===== src/rtl/stopwatch_pkg.sv =====
`default_nettype none
// ============================================================================
// Module   : stopwatch_pkg
// Brief    : Shared state encoding and default timing constants for the
//            stopwatch controller.
// Revision : 1.0
// ============================================================================
package stopwatch_pkg;

    localparam logic [4:0] c_ST_IDLE_OH  = 5'b00001;
    localparam logic [4:0] c_ST_RUN_OH   = 5'b00010;
    localparam logic [4:0] c_ST_PAUSE_OH = 5'b00100;
    localparam logic [4:0] c_ST_ADJ_OH   = 5'b01000;
    localparam logic [4:0] c_ST_CLEAR_OH = 5'b10000;

    typedef enum logic [4:0] {
        ST_IDLE  = c_ST_IDLE_OH,
        ST_RUN   = c_ST_RUN_OH,
        ST_PAUSE = c_ST_PAUSE_OH,
        ST_ADJ   = c_ST_ADJ_OH,
        ST_CLEAR = c_ST_CLEAR_OH
    } state_t;

    localparam int unsigned c_TICK_DIV_DEFAULT   = 10_000_000;
    localparam int unsigned c_DEB_CYCLES_DEFAULT = 500_000;

endpackage
`default_nettype wire


===== src/rtl/button_debounce.sv =====
`default_nettype none
// ============================================================================
// Module   : button_debounce
// Brief    : 2-flop synchronizer, level debouncer and rising-edge press pulse.
// Revision : 1.0
// ============================================================================
module button_debounce
    import stopwatch_pkg::*;
#(
    parameter int unsigned DEB_CYCLES = c_DEB_CYCLES_DEFAULT
) (
    input  logic clk,
    input  logic n_rst,
    input  logic button,
    output logic press
);

    localparam int unsigned          c_CNT_W    = (DEB_CYCLES > 1) ? $clog2(DEB_CYCLES) : 1;
    localparam logic [c_CNT_W-1:0]   c_CNT_LAST = c_CNT_W'(DEB_CYCLES - 1);

    logic               r_sync1;
    logic               r_sync2;
    logic               r_stable;
    logic               r_press;
    logic [c_CNT_W-1:0] r_cnt;
    logic               w_accept;

    // The DEB_CYCLES-th consecutive differing sample flips the accepted level.
    assign w_accept = (r_sync2 != r_stable) && (r_cnt == c_CNT_LAST);

    always_ff @(posedge clk or negedge n_rst) begin
        if (!n_rst) begin
            r_sync1  <= 1'b0;
            r_sync2  <= 1'b0;
            r_stable <= 1'b0;
            r_cnt    <= '0;
            r_press  <= 1'b0;
        end else begin
            r_sync1 <= button;
            r_sync2 <= r_sync1;
            if (r_sync2 == r_stable) begin
                r_cnt <= '0;
            end else if (w_accept) begin
                r_cnt    <= '0;
                r_stable <= r_sync2;
            end else begin
                r_cnt <= r_cnt + 1'b1;
            end
            r_press <= w_accept && r_sync2;
        end
    end

    assign press = r_press;

endmodule
`default_nettype wire


===== src/rtl/stopwatch_ctrl.sv =====
`default_nettype none
// ============================================================================
// Module   : stopwatch_ctrl
// Brief    : Stopwatch control FSM: debounced buttons, tick prescaler and
//            registered command pulses to the BCD datapath.
// Revision : 1.0
// ============================================================================
module stopwatch_ctrl
    import stopwatch_pkg::*;
#(
    parameter int unsigned TICK_DIV   = c_TICK_DIV_DEFAULT,
    parameter int unsigned DEB_CYCLES = c_DEB_CYCLES_DEFAULT
) (
    input  logic       clk,
    input  logic       n_rst,
    input  logic       one_button,
    input  logic       ten_button,
    input  logic       pause_button,
    input  logic       clear_button,
    output logic       count_en,
    output logic       add_one,
    output logic       add_ten,
    output logic       clr,
    output logic [4:0] fsm_state
);

    localparam int unsigned        c_PRE_W    = (TICK_DIV > 1) ? $clog2(TICK_DIV) : 1;
    localparam logic [c_PRE_W-1:0] c_PRE_LAST = c_PRE_W'(TICK_DIV - 1);

    logic [3:0]         w_raw;
    logic [3:0]         w_press;
    logic               w_one, w_ten, w_pause, w_clear;

    state_t             r_state, w_state_nxt;
    state_t             r_origin, w_origin_nxt;
    logic               r_ten_sel, w_ten_sel_nxt;
    logic [c_PRE_W-1:0] r_presc, w_presc_nxt;
    logic               w_count_en_nxt;
    logic               r_count_en, r_add_one, r_add_ten, r_clr;

    assign w_raw = {clear_button, pause_button, ten_button, one_button};

    for (genvar gi = 0; gi < 4; gi++) begin : g_btn
        button_debounce #(
            .DEB_CYCLES(DEB_CYCLES)
        ) u_deb (
            .clk   (clk),
            .n_rst (n_rst),
            .button(w_raw[gi]),
            .press (w_press[gi])
        );
    end

    assign w_one   = w_press[0];
    assign w_ten   = w_press[1];
    assign w_pause = w_press[2];
    assign w_clear = w_press[3];

    // Priority clear > pause > ten > one falls out of the if/else ordering.
    always_comb begin
        w_state_nxt    = r_state;
        w_origin_nxt   = r_origin;
        w_ten_sel_nxt  = r_ten_sel;
        w_presc_nxt    = r_presc;
        w_count_en_nxt = 1'b0;
        case (r_state)
            ST_IDLE: begin
                w_presc_nxt = '0;
                if (w_clear) begin
                    w_state_nxt = ST_CLEAR;
                end else if (w_pause) begin
                    w_state_nxt = ST_RUN;
                end else if (w_ten || w_one) begin
                    w_state_nxt   = ST_ADJ;
                    w_origin_nxt  = ST_IDLE;
                    w_ten_sel_nxt = w_ten;
                end
            end
            ST_RUN: begin
                if (w_clear) begin
                    w_state_nxt = ST_CLEAR;
                end else if (w_pause) begin
                    w_state_nxt = ST_PAUSE;
                end else if (r_presc == c_PRE_LAST) begin
                    w_presc_nxt    = '0;
                    w_count_en_nxt = 1'b1;
                end else begin
                    w_presc_nxt = r_presc + 1'b1;
                end
            end
            ST_PAUSE: begin
                if (w_clear) begin
                    w_state_nxt = ST_CLEAR;
                end else if (w_pause) begin
                    w_state_nxt = ST_RUN;
                end else if (w_ten || w_one) begin
                    w_state_nxt   = ST_ADJ;
                    w_origin_nxt  = ST_PAUSE;
                    w_ten_sel_nxt = w_ten;
                end
            end
            ST_ADJ:   w_state_nxt = r_origin;
            ST_CLEAR: w_state_nxt = ST_IDLE;
            default:  w_state_nxt = ST_IDLE;
        endcase
        if (w_state_nxt == ST_CLEAR) begin
            w_presc_nxt = '0;
        end
    end

    always_ff @(posedge clk or negedge n_rst) begin
        if (!n_rst) begin
            r_state    <= ST_IDLE;
            r_origin   <= ST_IDLE;
            r_ten_sel  <= 1'b0;
            r_presc    <= '0;
            r_count_en <= 1'b0;
            r_add_one  <= 1'b0;
            r_add_ten  <= 1'b0;
            r_clr      <= 1'b0;
        end else begin
            r_state    <= w_state_nxt;
            r_origin   <= w_origin_nxt;
            r_ten_sel  <= w_ten_sel_nxt;
            r_presc    <= w_presc_nxt;
            r_count_en <= w_count_en_nxt;
            // ADJ never follows ADJ, so entering it is the only add trigger.
            r_add_ten  <= (w_state_nxt == ST_ADJ) && w_ten_sel_nxt;
            r_add_one  <= (w_state_nxt == ST_ADJ) && !w_ten_sel_nxt;
            r_clr      <= (w_state_nxt == ST_CLEAR);
        end
    end

    assign count_en  = r_count_en;
    assign add_one   = r_add_one;
    assign add_ten   = r_add_ten;
    assign clr       = r_clr;
    assign fsm_state = r_state;

endmodule
`default_nettype wire


===== config.mk =====
export PLATFORM = sky130hd
export DESIGN_NAME = stopwatch_ctrl
export DESIGN_NICKNAME = d
export VERILOG_FILES = /design/src/rtl/stopwatch_pkg.sv /design/src/rtl/button_debounce.sv /design/src/rtl/stopwatch_ctrl.sv
export SDC_FILE = /design/constraint.sdc
export NUM_CORES = 1
export LEC_CHECK = 0
export CORE_ASPECT_RATIO = 0.6
export CORE_UTILIZATION = 60
export CTS_BUF_LIST = sky130_fd_sc_hd__clkbuf_8 sky130_fd_sc_hd__clkbuf_16
export DETAILED_ROUTE_END_ITERATION = 8
export PLACE_DENSITY = 0.78
export SYNTH_ARGS = -nofsm -noshare
export SYNTH_HDL_FRONTEND = slang
export SYNTH_SLANG_ARGS = --single-unit

===== constraint.sdc =====
create_clock -name clk -period 2.85 [get_ports clk]
set_input_delay 0.4275 -clock clk [delete_from_list [all_inputs] [get_ports clk]]
set_output_delay 0.4275 -clock clk [all_outputs]
set_load 0.02 [all_outputs]

Word level (Yosys, flattened, before mapping)
Cells that the tools add are included.
{"block": "op_classes", "add_sub_neg": 5, "eq_ne": 27, "muxes": 34, "bitwise": 4, "n_reduce_logical": 21}
{"cell": "19-bit two-way mux", "count": 8}
{"cell": "24-bit two-way mux", "count": 4}
{"cell": "19-bit by 1-bit adder with 19-bit output (second input constant)", "count": 4}
{"cell": "19-bit equality test (second input constant)", "count": 4}
{"cell": "5-bit two-way mux", "count": 11}
{"cell": "24-bit one-hot mux with 2 select lines", "count": 1}
{"cell": "24-bit by 1-bit adder with 24-bit output (second input constant)", "count": 1}
{"cell": "24-bit equality test (second input constant)", "count": 1}
{"cell": "5-bit one-hot mux with 3 select lines", "count": 1}
{"cell": "2-bit inequality test (second input constant)", "count": 6}
{"cell": "5-bit by 4-bit equality test with 1-bit output (second input constant)", "count": 2}
{"cell": "1-bit logical AND", "count": 10}
{"cell": "5-bit one-hot mux with 2 select lines", "count": 1}
{"cell": "1-bit two-way mux", "count": 8}
{"cell": "2-bit AND reduction", "count": 4}
{"cell": "7-bit AND reduction", "count": 1}
{"cell": "3-bit inequality test (second input constant)", "count": 2}
{"cell": "5-bit by 1-bit equality test with 1-bit output (second input constant)", "count": 1}
{"cell": "5-bit by 2-bit equality test with 1-bit output (second input constant)", "count": 1}
{"cell": "5-bit by 3-bit equality test with 1-bit output (second input constant)", "count": 1}
{"cell": "5-bit equality test (second input constant)", "count": 1}
{"cell": "1-bit equality test", "count": 4}
{"cell": "1-bit inequality test", "count": 4}
{"cell": "1-bit inverter", "count": 4}
{"cell": "other kinds (6)", "count": 6}
{"block": "word_totals", "reg_bits": 131, "output_inout_bits": 9, "elab_cells": 119}

Longest topological paths before layout
{"block": "logic_depth", "ltp_word": 8, "depth_mapped": 9, "ltp_nobuf": 6}

By module
From an unflattened synthesis, not the netlist that was laid out.
{"block": "hier_totals", "cells_unflattened": 619, "hier_area_um2": 6542.5}
{"mod": "button_debounce", "n_inst": 4, "cells_each": 103, "area_each_um2": 1133.6}
{"mod": "stopwatch_ctrl", "n_inst": 1, "cells_each": 207, "area_each_um2": 2008.2}

Least setup slack after synthesis
OpenSTA, ideal clock, no wires.
{"block": "synth_path", "kind": "register -> register", "start": "register r_state[1], in the netlist fsm_state[1]", "end": "register r_presc[11]", "setup_ns": 0.082, "t_arrival_ns": 2.132, "t_required_ns": 2.768, "path_slack_ns": 0.636, "stages_incl_launch_ff": 7, "path_buffers": 2, "synth_period_minus_slack_ns": 2.214, "cell_sequence": "dfrtp_1 > buf_4 > or3b_1 > buf_2 > or3_4 > or4_1 > a31oi_1"}
{"block": "synth_between", "elab_chain_cells": 7, "elab_cells_between_ends": 18, "classes_between": "eq/ne: 7; mux: 8; reduce/logical: 3"}
{"item": "start, declared", "line": "stopwatch_ctrl.sv:34", "source": "state_t r_state, w_state_nxt;"}
{"item": "start signal, assigned", "line": "stopwatch_ctrl.sv:122", "source": "r_state <= w_state_nxt;"}
{"item": "5-bit two-way mux", "line": "stopwatch_ctrl.sv:73, stopwatch_ctrl.sv:96"}
{"item": "5-bit two-way mux", "line": "stopwatch_ctrl.sv:71", "source": "end else if (w_pause) begin"}
{"item": "5-bit two-way mux", "line": "stopwatch_ctrl.sv:92", "source": "if (w_clear) begin"}
{"item": "5-bit one-hot mux with 3 select lines", "line": "stopwatch_ctrl.sv:66", "source": "case (r_state)"}
{"item": "5-bit equality test", "line": "stopwatch_ctrl.sv:106", "source": "if (w_state_nxt == ST_CLEAR) begin"}
{"item": "3-bit inequality test (no line) / 3-bit nonzero test (equally long branches)"}
{"item": "3-bit AND reduction (no line)"}
{"item": "end signal, assigned", "line": "stopwatch_ctrl.sv:125", "source": "r_presc <= w_presc_nxt;"}
{"item": "end, declared", "line": "stopwatch_ctrl.sv:37", "source": "logic [c_PRE_W-1:0] r_presc, w_presc_nxt;"}
Several ways; a longest one is shown, not always the timed one.
A chain may end at the register's enable or synchronous reset.

Worst setup path after layout
{"block": "layout_path", "start": "register r_state[2], in the netlist fsm_state[2]", "end": "register r_presc[2]"}
The elaborated chain is that of the path after synthesis.

==> run summary <==
Share of flip-flops with an asynchronous set or reset -> 100%
Post-route antenna net violation count -> 0
Synth cell types -> 53
Vias/cell -> 5.80
Hold-fix buffers, CTS -> 1
RSZ-0062 raised after global routing -> false
Crit share post-route -> 85.5%
Clock Pin Slew Worst Setup and Hold Paths -> 50 ps
Mapped Cells -> 643
Port bufs -> 14
Initial antenna violation count -> 0
First-pass GRT wire length -> 21100 µm
HPWL after DPL -> 8080 µm
Worst path required time -> 3180 ps
Die X -> 134 µm
Final Max Slew Viols -> 0
Worst rel slew slack -> 39.8%
Post-route minimum period -> 2440 ps
Post-Syn Nets -> 654
Reg2Reg Launch Point -> fsm_state[2]
Synth Area per Inst -> 9.77 µm²
Critical Path AT -> 2770 ps
Fraction of layout cells with a size suffix above 1 -> 7.80%
Clock Latency Late Sink -> 420 ps
Min-Delay Startpoint -> g_btn[2].u_deb.r_sync1
Final GP Congestion -> 0.863
R2r setup slk -> 410 ps
Peak VDD IR -> 472 µV
Top cell family by delay on the critical path -> simple AND/OR/NAND/NOR gates
Final Hold Viols -> 0
Cells along the critical path -> or3b_1, or3_4, a21oi_4, buf_4, or2b_1, a31oi_1
Power Total -> 4.10 mW
GRT Max-Usage Layer -> met2
Hold-critical path depth -> 0
Number of CTS-inserted buffers -> 17
TritonCTS Sinks -> 128
Pwr Density -> 577 nW/µm²
DRT iter0 DRCs -> 374
Fmax -> 411 MHz
Slew of the pin with the lowest slew margin -> 895 ps
NumNets Final -> 666
Sequential-to-total area share from yosys stat -> 51.0%
Crit path capture type -> flop
TritonCTS clock tree -> built
Highest-delay cell along the critical path -> dfrtp_1
I/O Pins -> 15
Die H -> 81.3 µm
HP Class -> reg -> reg
Buf+Inv Stages, Crit Path -> 1
GR Layer Usage met2 -> 37.2%
Synth warnings -> 0
Area post-placement -> 6500 µm²
Drt drc -> 0
Leakage -> 2.96 nW
R2R depth -> 6
Post-synth EDFFs -> 0
Yosys reg bits -> 128
Die Area -> 10900 µm²
WHS Endpoint -> g_btn[2].u_deb.r_sync2
Critical path fanouts, max -> 16
Outcome -> finished, final reports clean
CTS resizes -> 0
Max-cap violation count -> 0
Setup violators final -> 0
Worst Setup Start Kind -> flop
Top post-synthesis cells by count -> dfrtp_1, nor2_1, nand2_1
Met3 GRT Util -> 5.56%
Total grt overflow -> 0
ANT cells -> 0
Largest net degree at the start of global routing -> 65
Area leader, netlist -> dfrtp_1
GR Util met1 -> 35.8%
Setup repair bufs after CTS -> 0
Overall Global Routing Usage -> 25.0%
Root Driver -> clkbuf_16
Wirelength, routed -> 12200 µm
Area delta synth->final -> 13.0%
Worst path max stage delay -> 510 ps
Mapped Area -> 6280 µm²
Clock Path Buffers -> 2
Synth Flop Type -> dfrtp_1
Rows -> 28
Count leader, synth -> dfrtp_1
Vias in the first global route -> 4434
CTS H-tree lvls -> 4
Synth top area share -> 50.2%
Starting Density -> 62.7%
Setup TNS -> 0 ps
Reg-to-reg endpoint -> r_presc[2]
Vias -> 4650
DRT Pass-1 Iters -> 5
Largest cells by area after synthesis -> dfrtp_1, nor2_1, xor2_1
Routed WL per cell -> 15.2 µm
Critical path class -> reg -> reg
Core area -> 10000 µm²
Design Area, Final -> 7100 µm²
Final Skew -> 7.93 ps
state kept, by name, summed over array words and instances, names as in the netlist, 2 cells and up:
name / count
fsm_state: 5
g_btn.u_deb.r_sync1: 4
g_btn.u_deb.r_sync2: 4
r_presc: 24
g_btn.u_deb.r_stable: 4
g_btn.u_deb.r_cnt: 76
r_origin: 2
g_btn.u_deb.press: 4
stage by stage:
step / hold WS, ps / setup slack [ps] / cells / util [%]
6_report: 347 / 414 / 802 / 70.9
3_5_place_dp: 336 / 449 / 770 / 64.9
3_3_place_gp: 335 / 531 / 770 / 64.9
4_1_cts: 349 / 424 / 802 / 70.9
2_1_floorplan: 132 / 636 / 643 / -
5_1_grt: 355 / 243 / 802 / 70.9
metal layers:
layer | up-vias | part of all wire [%]
li1 | 2280 | -
met1 | 2254 | 50
met2 | 100 | 44
met3 | 16 | 4.2
met4 | 0 | 1.2
met5 | - | 0
how the worst max path moves through the flow:
stage                  from     endpoint  slack [ps]  depth (start not counted)
2_1_floorplan  fsm_state[1]  r_presc[11]         640                          6
3_5_place_dp   fsm_state[2]   r_presc[2]         450                          6
4_1_cts        fsm_state[2]   r_presc[2]         420                          6
6_report       fsm_state[2]   r_presc[2]         410                          6
3_3_place_gp   fsm_state[2]   r_presc[2]         530                          6
5_1_grt        fsm_state[1]   r_presc[2]         240                          6
report_power, final:
group          switching (mW)  internal [mW]  leakage [nW]  total (mW)
clock                   0.771           1.38         0.295        2.15
sequential             0.0174           1.84          1.75        1.86
combinational          0.0663         0.0277         0.912      0.0940
total                   0.855           3.24          2.96        4.10
layout by cell type, fill, tap and decap left out, types with 10 or more instances in the layout:
cell type,Yosys,layout
nand3_1,39,39
nor2_1,106,106
and4_1,17,17
clkbuf_16,0,17
nor4_1,13,13
inv_1,15,18
a21oi_1,11,11
a31oi_1,18,18
or3_1,10,10
clkdlybuf4s50_1,0,13
nand2_1,52,52
nand4_1,28,28
and3_1,10,10
xnor2_1,36,36
dfrtp_1,126,126
xor2_1,38,38
final cells by class:
type | count | area (µm²)
Clock buffer | 18 | 439
Timing Repair Buffer | 21 | 205
Sequential cell | 128 | 3210
Inverter | 15 | 56.3
Clock inverter | 13 | 149
Fill cell | 743 | 2920
Tap cell | 135 | 169
Multi-Input combinational cell | 472 | 2880
kinds of logic after synthesis:
group	count (synthesis)	share of synthesized area, %
xor+xnor	74	10.3
mux	7	1.21
simple gates	332	27.6
buf+inv	43	3.21
compound gates	54	5.64
flops	128	51.0
fa+ha+maj	5	0.996
(Power assumes the default switching activity.)
